$ cat src/rtl/la_pkg.sv
`default_nettype none
// ============================================================================
// Package     : la_pkg
// Description : Shared constants for the logic-analyzer host link: default
//               baud divisor, ack codes and command opcodes.
// Revision    : 1.0 - initial release
// ============================================================================
package la_pkg;

    // 115200 baud from a 100 MHz clock
    localparam int BAUD_DIV_DEFAULT = 868;

    // Response codes returned by the analyzer
    localparam logic [7:0] ACK_POS = 8'hA5;
    localparam logic [7:0] ACK_NEG = 8'hEE;

    // Command opcodes (cmd[15:8])
    localparam logic [7:0] SET_TRG_CFG = 8'h40;
    localparam logic [7:0] DUMP_CH1    = 8'h81;

endpackage
`default_nettype wire

$ cat src/rtl/comm_uart.sv
`default_nettype none
// ============================================================================
// Module      : comm_uart
// Description : 8N1 UART, independent transmitter and receiver. The tx side
//               accepts a new byte on the same cycle tx_done fires so frames
//               can be chained with no idle gap.
// Revision    : 1.0 - initial release
// ============================================================================
module comm_uart
    import la_pkg::*;
#(
    parameter int BAUD_DIV = BAUD_DIV_DEFAULT
) (
    input  logic       clk,
    input  logic       rst_n,
    input  logic       trmt,
    input  logic [7:0] tx_data,
    output logic       tx_done,
    output logic       TX,
    input  logic       RX,
    input  logic       clr_rdy,
    output logic       rdy,
    output logic [7:0] rx_data
);

    localparam int                 c_cnt_w    = (BAUD_DIV > 1) ? $clog2(BAUD_DIV) : 1;
    localparam logic [c_cnt_w-1:0] c_bit_end  = c_cnt_w'(BAUD_DIV - 1);
    localparam logic [c_cnt_w-1:0] c_half_end = c_cnt_w'(BAUD_DIV / 2 - 1);

    localparam logic [1:0] c_rx_idle  = 2'd0;
    localparam logic [1:0] c_rx_start = 2'd1;
    localparam logic [1:0] c_rx_data  = 2'd2;
    localparam logic [1:0] c_rx_stop  = 2'd3;

    // ---------------- transmitter ----------------
    logic [9:0]         r_tx_shift;
    logic               r_tx_busy;
    logic [c_cnt_w-1:0] r_tx_cnt;
    logic [3:0]         r_tx_bit;

    // Shift out {stop, data, start}; bit 0 of the shifter is the line
    always_ff @(posedge clk or negedge rst_n) begin
        if (!rst_n) begin
            r_tx_shift <= '1;
            r_tx_busy  <= 1'b0;
            r_tx_cnt   <= '0;
            r_tx_bit   <= '0;
        end else if (trmt) begin
            r_tx_shift <= {1'b1, tx_data, 1'b0};
            r_tx_busy  <= 1'b1;
            r_tx_cnt   <= '0;
            r_tx_bit   <= '0;
        end else if (r_tx_busy) begin
            if (r_tx_cnt == c_bit_end) begin
                r_tx_cnt <= '0;
                if (r_tx_bit == 4'd9) begin
                    r_tx_busy <= 1'b0;
                end else begin
                    r_tx_shift <= {1'b1, r_tx_shift[9:1]};
                    r_tx_bit   <= r_tx_bit + 4'd1;
                end
            end else begin
                r_tx_cnt <= r_tx_cnt + 1'b1;
            end
        end
    end

    // Last cycle of the stop bit
    assign tx_done = r_tx_busy && (r_tx_cnt == c_bit_end) && (r_tx_bit == 4'd9);
    assign TX      = r_tx_shift[0];

    // ---------------- receiver ----------------
    logic               r_rx_meta;
    logic               r_rx_sync;
    logic               r_rx_prev;
    logic [1:0]         r_rx_state;
    logic [1:0]         w_rx_nxt;
    logic [c_cnt_w-1:0] r_rx_cnt;
    logic [2:0]         r_rx_bit;
    logic [7:0]         r_rx_shift;
    logic               r_rdy;
    logic [7:0]         r_rx_data;
    logic               w_rx_fall;
    logic               w_cnt_clr;
    logic               w_sample;
    logic               w_frame_start;
    logic               w_byte_ok;

    // Two-flop synchronizer plus one history flop for edge detection
    always_ff @(posedge clk or negedge rst_n) begin
        if (!rst_n) begin
            r_rx_meta <= 1'b1;
            r_rx_sync <= 1'b1;
            r_rx_prev <= 1'b1;
        end else begin
            r_rx_meta <= RX;
            r_rx_sync <= r_rx_meta;
            r_rx_prev <= r_rx_sync;
        end
    end

    assign w_rx_fall = r_rx_prev & ~r_rx_sync;

    // Receiver state register
    always_ff @(posedge clk or negedge rst_n) begin
        if (!rst_n) r_rx_state <= c_rx_idle;
        else        r_rx_state <= w_rx_nxt;
    end

    // Receiver next state and datapath strobes
    always_comb begin
        w_rx_nxt      = r_rx_state;
        w_cnt_clr     = 1'b0;
        w_sample      = 1'b0;
        w_frame_start = 1'b0;
        w_byte_ok     = 1'b0;
        case (r_rx_state)
            c_rx_idle: begin
                w_cnt_clr = 1'b1;
                if (w_rx_fall) begin
                    w_frame_start = 1'b1;
                    w_rx_nxt      = c_rx_start;
                end
            end
            c_rx_start: begin
                // Half a bit in: a line already back high was only a glitch
                if (r_rx_cnt == c_half_end) begin
                    w_cnt_clr = 1'b1;
                    w_rx_nxt  = r_rx_sync ? c_rx_idle : c_rx_data;
                end
            end
            c_rx_data: begin
                if (r_rx_cnt == c_bit_end) begin
                    w_cnt_clr = 1'b1;
                    w_sample  = 1'b1;
                    if (r_rx_bit == 3'd7) w_rx_nxt = c_rx_stop;
                end
            end
            c_rx_stop: begin
                // Leave mid-stop so an immediately following start is caught
                if (r_rx_cnt == c_bit_end) begin
                    w_cnt_clr = 1'b1;
                    w_byte_ok = r_rx_sync;
                    w_rx_nxt  = c_rx_idle;
                end
            end
            default: w_rx_nxt = c_rx_idle;
        endcase
    end

    // Bit timing, data shifter and ready flag
    always_ff @(posedge clk or negedge rst_n) begin
        if (!rst_n) begin
            r_rx_cnt   <= '0;
            r_rx_bit   <= '0;
            r_rx_shift <= '0;
            r_rdy      <= 1'b0;
            r_rx_data  <= '0;
        end else begin
            r_rx_cnt <= w_cnt_clr ? '0 : r_rx_cnt + 1'b1;
            if (r_rx_state != c_rx_data) r_rx_bit <= '0;
            else if (w_sample)           r_rx_bit <= r_rx_bit + 3'd1;
            if (w_sample) r_rx_shift <= {r_rx_sync, r_rx_shift[7:1]};
            // A completing byte takes priority over any clear request
            if (w_byte_ok) begin
                r_rdy     <= 1'b1;
                r_rx_data <= r_rx_shift;
            end else if (w_frame_start || clr_rdy) begin
                r_rdy <= 1'b0;
            end
        end
    end

    assign rdy     = r_rdy;
    assign rx_data = r_rx_data;

endmodule
`default_nettype wire

$ cat src/rtl/comm_mstr.sv
`default_nettype none
// ============================================================================
// Module      : comm_mstr
// Description : Host-side command master. Sends a 16-bit command as two
//               back-to-back 8N1 bytes (high first) and captures response
//               bytes from the analyzer.
// Revision    : 1.0 - initial release
// ============================================================================
module comm_mstr
    import la_pkg::*;
#(
    parameter int BAUD_DIV = BAUD_DIV_DEFAULT
) (
    input  logic        clk,
    input  logic        rst_n,
    input  logic [15:0] cmd,
    input  logic        send_cmd,
    output logic        cmd_sent,
    output logic        TX,
    input  logic        RX,
    output logic [7:0]  resp,
    output logic        resp_rdy,
    input  logic        clr_resp_rdy
);

    localparam logic [1:0] c_st_idle = 2'd0;
    localparam logic [1:0] c_st_high = 2'd1;
    localparam logic [1:0] c_st_low  = 2'd2;

    logic [1:0] r_state;
    logic [1:0] w_nxt_state;
    logic [7:0] r_low_byte;
    logic       r_cmd_sent;
    logic       w_trmt;
    logic [7:0] w_tx_data;
    logic       w_tx_done;
    logic       w_accept;
    logic       w_set_sent;
    logic       w_clr_rdy;

    // Sender state register
    always_ff @(posedge clk or negedge rst_n) begin
        if (!rst_n) r_state <= c_st_idle;
        else        r_state <= w_nxt_state;
    end

    // Sender next state; the low byte is handed over on tx_done for a gapless pair
    always_comb begin
        w_nxt_state = r_state;
        w_trmt      = 1'b0;
        w_tx_data   = cmd[15:8];
        w_accept    = 1'b0;
        w_set_sent  = 1'b0;
        case (r_state)
            c_st_idle: begin
                if (send_cmd) begin
                    w_accept    = 1'b1;
                    w_trmt      = 1'b1;
                    w_nxt_state = c_st_high;
                end
            end
            c_st_high: begin
                if (w_tx_done) begin
                    w_trmt      = 1'b1;
                    w_tx_data   = r_low_byte;
                    w_nxt_state = c_st_low;
                end
            end
            c_st_low: begin
                if (w_tx_done) begin
                    w_set_sent  = 1'b1;
                    w_nxt_state = c_st_idle;
                end
            end
            default: w_nxt_state = c_st_idle;
        endcase
    end

    // Low-byte holding register and sticky completion flag
    always_ff @(posedge clk or negedge rst_n) begin
        if (!rst_n) begin
            r_low_byte <= '0;
            r_cmd_sent <= 1'b0;
        end else begin
            if (w_accept) begin
                r_low_byte <= cmd[7:0];
                r_cmd_sent <= 1'b0;
            end else if (w_set_sent) begin
                r_cmd_sent <= 1'b1;
            end
        end
    end

    // A new command also drops any stale response flag
    assign w_clr_rdy = clr_resp_rdy | w_accept;
    assign cmd_sent  = r_cmd_sent;

    comm_uart #(
        .BAUD_DIV (BAUD_DIV)
    ) u_uart (
        .clk     (clk),
        .rst_n   (rst_n),
        .trmt    (w_trmt),
        .tx_data (w_tx_data),
        .tx_done (w_tx_done),
        .TX      (TX),
        .RX      (RX),
        .clr_rdy (w_clr_rdy),
        .rdy     (resp_rdy),
        .rx_data (resp)
    );

endmodule
`default_nettype wire

$ cat config.mk
export PLATFORM = sky130hd
export DESIGN_NAME = comm_mstr
export DESIGN_NICKNAME = d
export VERILOG_FILES = /design/src/rtl/la_pkg.sv /design/src/rtl/comm_uart.sv /design/src/rtl/comm_mstr.sv
export SDC_FILE = /design/constraint.sdc
export NUM_CORES = 1
export LEC_CHECK = 0
export CAP_MARGIN = 10
export CORE_MARGIN = 3
export CORE_UTILIZATION = 40
export DETAILED_ROUTE_END_ITERATION = 16
export PLACE_DENSITY = 0.58
export REMOVE_ABC_BUFFERS = 1
export SYNTH_ARGS = -nofsm -noshare
export SYNTH_HDL_FRONTEND = slang
export SYNTH_HIERARCHICAL = 1
export SYNTH_SLANG_ARGS = --single-unit
export TNS_END_PERCENT = 5
$ cat constraint.sdc
create_clock -name clk -period 2.8 [get_ports clk]
set_input_delay 0.56 -clock clk [delete_from_list [all_inputs] [get_ports clk]]
set_output_delay 0.56 -clock clk [all_outputs]
set_load 0.01 [all_outputs]
==> results.md <==
* Initial Utilization at 42.7%
* Drt via density at 4.97
* Max transition margin at 48.8%
* # IOs at 32
* Seq cells post-synth at 70
* CTS tree: yes
* Hold Path Class: input pin to asynchronous set/reset pin
* Synth unique cells at 50
* Antenna diode count at 0
* Row count at 32
* DR iter-0 viols at 70
* Die Y at 98.2 um
* Yosys top cell by area: dfrtp_1
* Gpl congestion at 0.778
* Place WS at 310 ps
* Fin. Hold Viols at 0
* Ys Warns at 6
* GRT overflow at 0
* HPWL Detailed at 3870 um
* Total track usage at 12.7%
* Clk pin slew, worst setup/hold paths at 70 ps
* Max cap viols at 0
* Layout cells sized above 1 at 31.6%
* Ys async rst share at 100%
* Clk_lat worst skew at 340 ps
* Synthesis-to-finish area growth at 19.9%
* CTS Buf Count at 9
* WL final at 5580 um
* Largest net degree at the start of global routing at 44
* Tcrit/Tclk final at 88.6%
* Vias in the first global route at 2068
* TNS Setup at 0 ps
* Clock sink count at 70
* Clock Skew at 8.65 ps
* Yosys top cell area share at 42.7%
* Worst IR Drop VDD at 350 uV
* Worst-Margin Slew at 763 ps
* CP arrival at 2740 ps
* First-pass GRT wire length at 9800 um
* Residual DRC at 0
* Chip width at 98.2 um
* Setup Viol. Count Final at 0
* Via count at 2064
* Fin nets at 336
* Max Buffers Root-to-Sink at 2
* PD cells at 560 nW/um^2
* Primary FF master, synth: dfrtp_1
* Kind of critical path: flip-flop to flip-flop
* H-tree depth at 3
* DR WL/cell at 13.4 um
* Post-Syn Area per Cell at 12.5 sq um
* PortBufs at 31
* Post-CTS sizing at 0
* Post-synth EDFFs at 0
* Core Area at 7970 sq um
* Full die area at 9640 sq um
* # Post-CTS Setup Buffers at 0
* Post-route worst setup slack at 319 ps
* Max Clk Rate at 403 MHz
* Worst Setup End Kind: flip-flop
* Lkg Pwr at 1.85 nW
* Status: finished, final reports clean
* Worst-path maximum fanout at 9
* Req. time, crit path at 3060 ps
* Syn Std Cell Area at 3400 sq um
* RSZ-0062 raised after global routing: false
* Tmin final at 2480 ps
* CTS root buffer: clkbuf_8
* Hold_buf cts at 0
* Max-slew violation count at 0
* Detail Route Antenna Nets at 0
* Area contributors post-synth: dfrtp_1 43%, mux2_2 13%, dfstp_2 9.3%, mux2_4 4.0%, ha_1 2.6%
* Antenna violations before repair at 0
* Mapped Cells at 271
* Critical Path Start Type: flip-flop
* First-pass iteration count of the detailed router at 4
* Sequential share of the synthesized area at 52.0%
## registers in the layout (all words and copies together), names as in the netlist, 2 cells and up, named ones only
register / cells
u_uart/r_rx_cnt: 10
u_uart/r_tx_cnt: 10
u_uart/r_tx_shift: 9
r_low_byte: 8
u_uart/r_rx_shift: 8
u_uart/rx_data: 8
u_uart/r_tx_bit: 4
u_uart/r_rx_bit: 3
r_state: 2
## layer usage
layer	global-route usage (%)	up-vias	wire [um]
met4	4.73	0	57
met3	4.14	5	190
li1	-	1030	-
met2	18.9	27	2590
met5	0	-	0
met1	17.2	1002	2740
## through the flow
stage          power [mW]  utilization (%)  hold WS (ps)  area [sq um]  cells
4_1_cts              2.33             51.1           259          4070    415
3_5_place_dp         1.31             48.0           347          3830    399
3_3_place_gp         1.31             48.0           346          3830    399
6_report             2.28             51.1           254          4070    415
2_1_floorplan        1.23                -           264          3350    262
5_1_grt              2.40             51.1           283          4070    415
## area by class of cell
cell class | instances | area, sq um
Tap cell | 102 | 128
Sequential cell | 70 | 1770
Timing Repair Buffer | 35 | 348
Fill cell | 732 | 3890
Multi-Input combinational cell | 188 | 1570
Clock inverter | 6 | 109
Clock buffer | 10 | 138
Inverter | 4 | 15.0
## Yosys cell counts, types with 3 or more instances
master,count
and3_1,3
mux2_4,9
clkbuf_1,6
ha_1,7
mux2i_1,5
nor2_1,23
dfstp_2,12
nand3b_1,3
nor3_1,12
nand2b_1,3
inv_1,4
nand3_1,10
nor2b_1,5
mux2_2,39
xnor2_1,8
nand2_1,9
xor2_1,9
a21oi_1,9
dfrtp_1,58
## where the power goes
group	total (mW)	internal, mW	switching [mW]
sequential	1.11	1.06	0.0574
clock	0.992	0.615	0.377
combinational	0.174	0.0935	0.0810
## worst max-delay path, stage by stage (launching register included)
cell and delay [ps]:
dfrtp_1 390, ha_1 260, nand4b_4 150, nor3_1 240, and3_2 250, nand2_1 80
or2_1 420, mux2_4 370, mux2_2 260
## kinds of logic (layout without fill, tap and decap cells)
| kind of cell | after synthesis | in the layout | synth area share [%] |
|---|---|---|---|
| buf+inv | 13 | 55 | 1.91 |
| xor+xnor | 17 | 17 | 4.38 |
| compound gates | 19 | 19 | 4.12 |
| simple gates | 92 | 92 | 16.6 |
| mux | 53 | 53 | 18.4 |
| fa+ha+maj | 7 | 7 | 2.58 |
| flops | 70 | 70 | 52.0 |
## cells in the final DEF, fill, tap and decap left out, drive strengths merged, types with 2 or more instances in the layout
| cell type | count |
|---|---|
| nor2 | 25 |
| mux2 | 48 |
| nand4b | 2 |
| and3 | 4 |
| dfstp | 12 |
| a21oi | 9 |
| nor2b | 5 |
| nand4 | 3 |
| nand2 | 9 |
| bufinv | 3 |
| or3 | 2 |
| nand2b | 4 |
| clkdlybuf4s50 | 30 |
| or2b | 2 |
| inv | 4 |
| xor2 | 9 |
| xnor2 | 8 |
| o21ai | 2 |
| nand3b | 3 |
| mux2i | 5 |
| dfrtp | 58 |
| buf | 5 |
| ha | 7 |
| clkbuf | 10 |
| or2 | 4 |
| clkinv | 3 |
| nand3 | 11 |
| nor3 | 12 |
## path summary, 6_finish.rpt
check	start	to	slack, ps	depth (start not counted)
worst max-delay path	u_uart/r_tx_cnt[0]$_DFFE_PN0P_	u_uart/r_tx_shift[3]$_DFFE_PN1P_	320	8
worst min-delay path	rst_n	u_uart/r_tx_cnt[2]$_DFFE_PN0P_	250	1
worst max register to register	u_uart/r_tx_cnt[0]$_DFFE_PN0P_	u_uart/r_tx_shift[3]$_DFFE_PN1P_	320	8
worst min register to register	u_uart/r_rx_meta$_DFF_PN1_	u_uart/r_rx_sync$_DFF_PN1_	360	0
max in group asynchronous	rst_n	u_uart/r_rx_meta$_DFF_PN1_	1820	2
min in group clk	u_uart/r_rx_meta$_DFF_PN1_	u_uart/r_rx_sync$_DFF_PN1_	360	0
(Power assumes the default switching activity.)
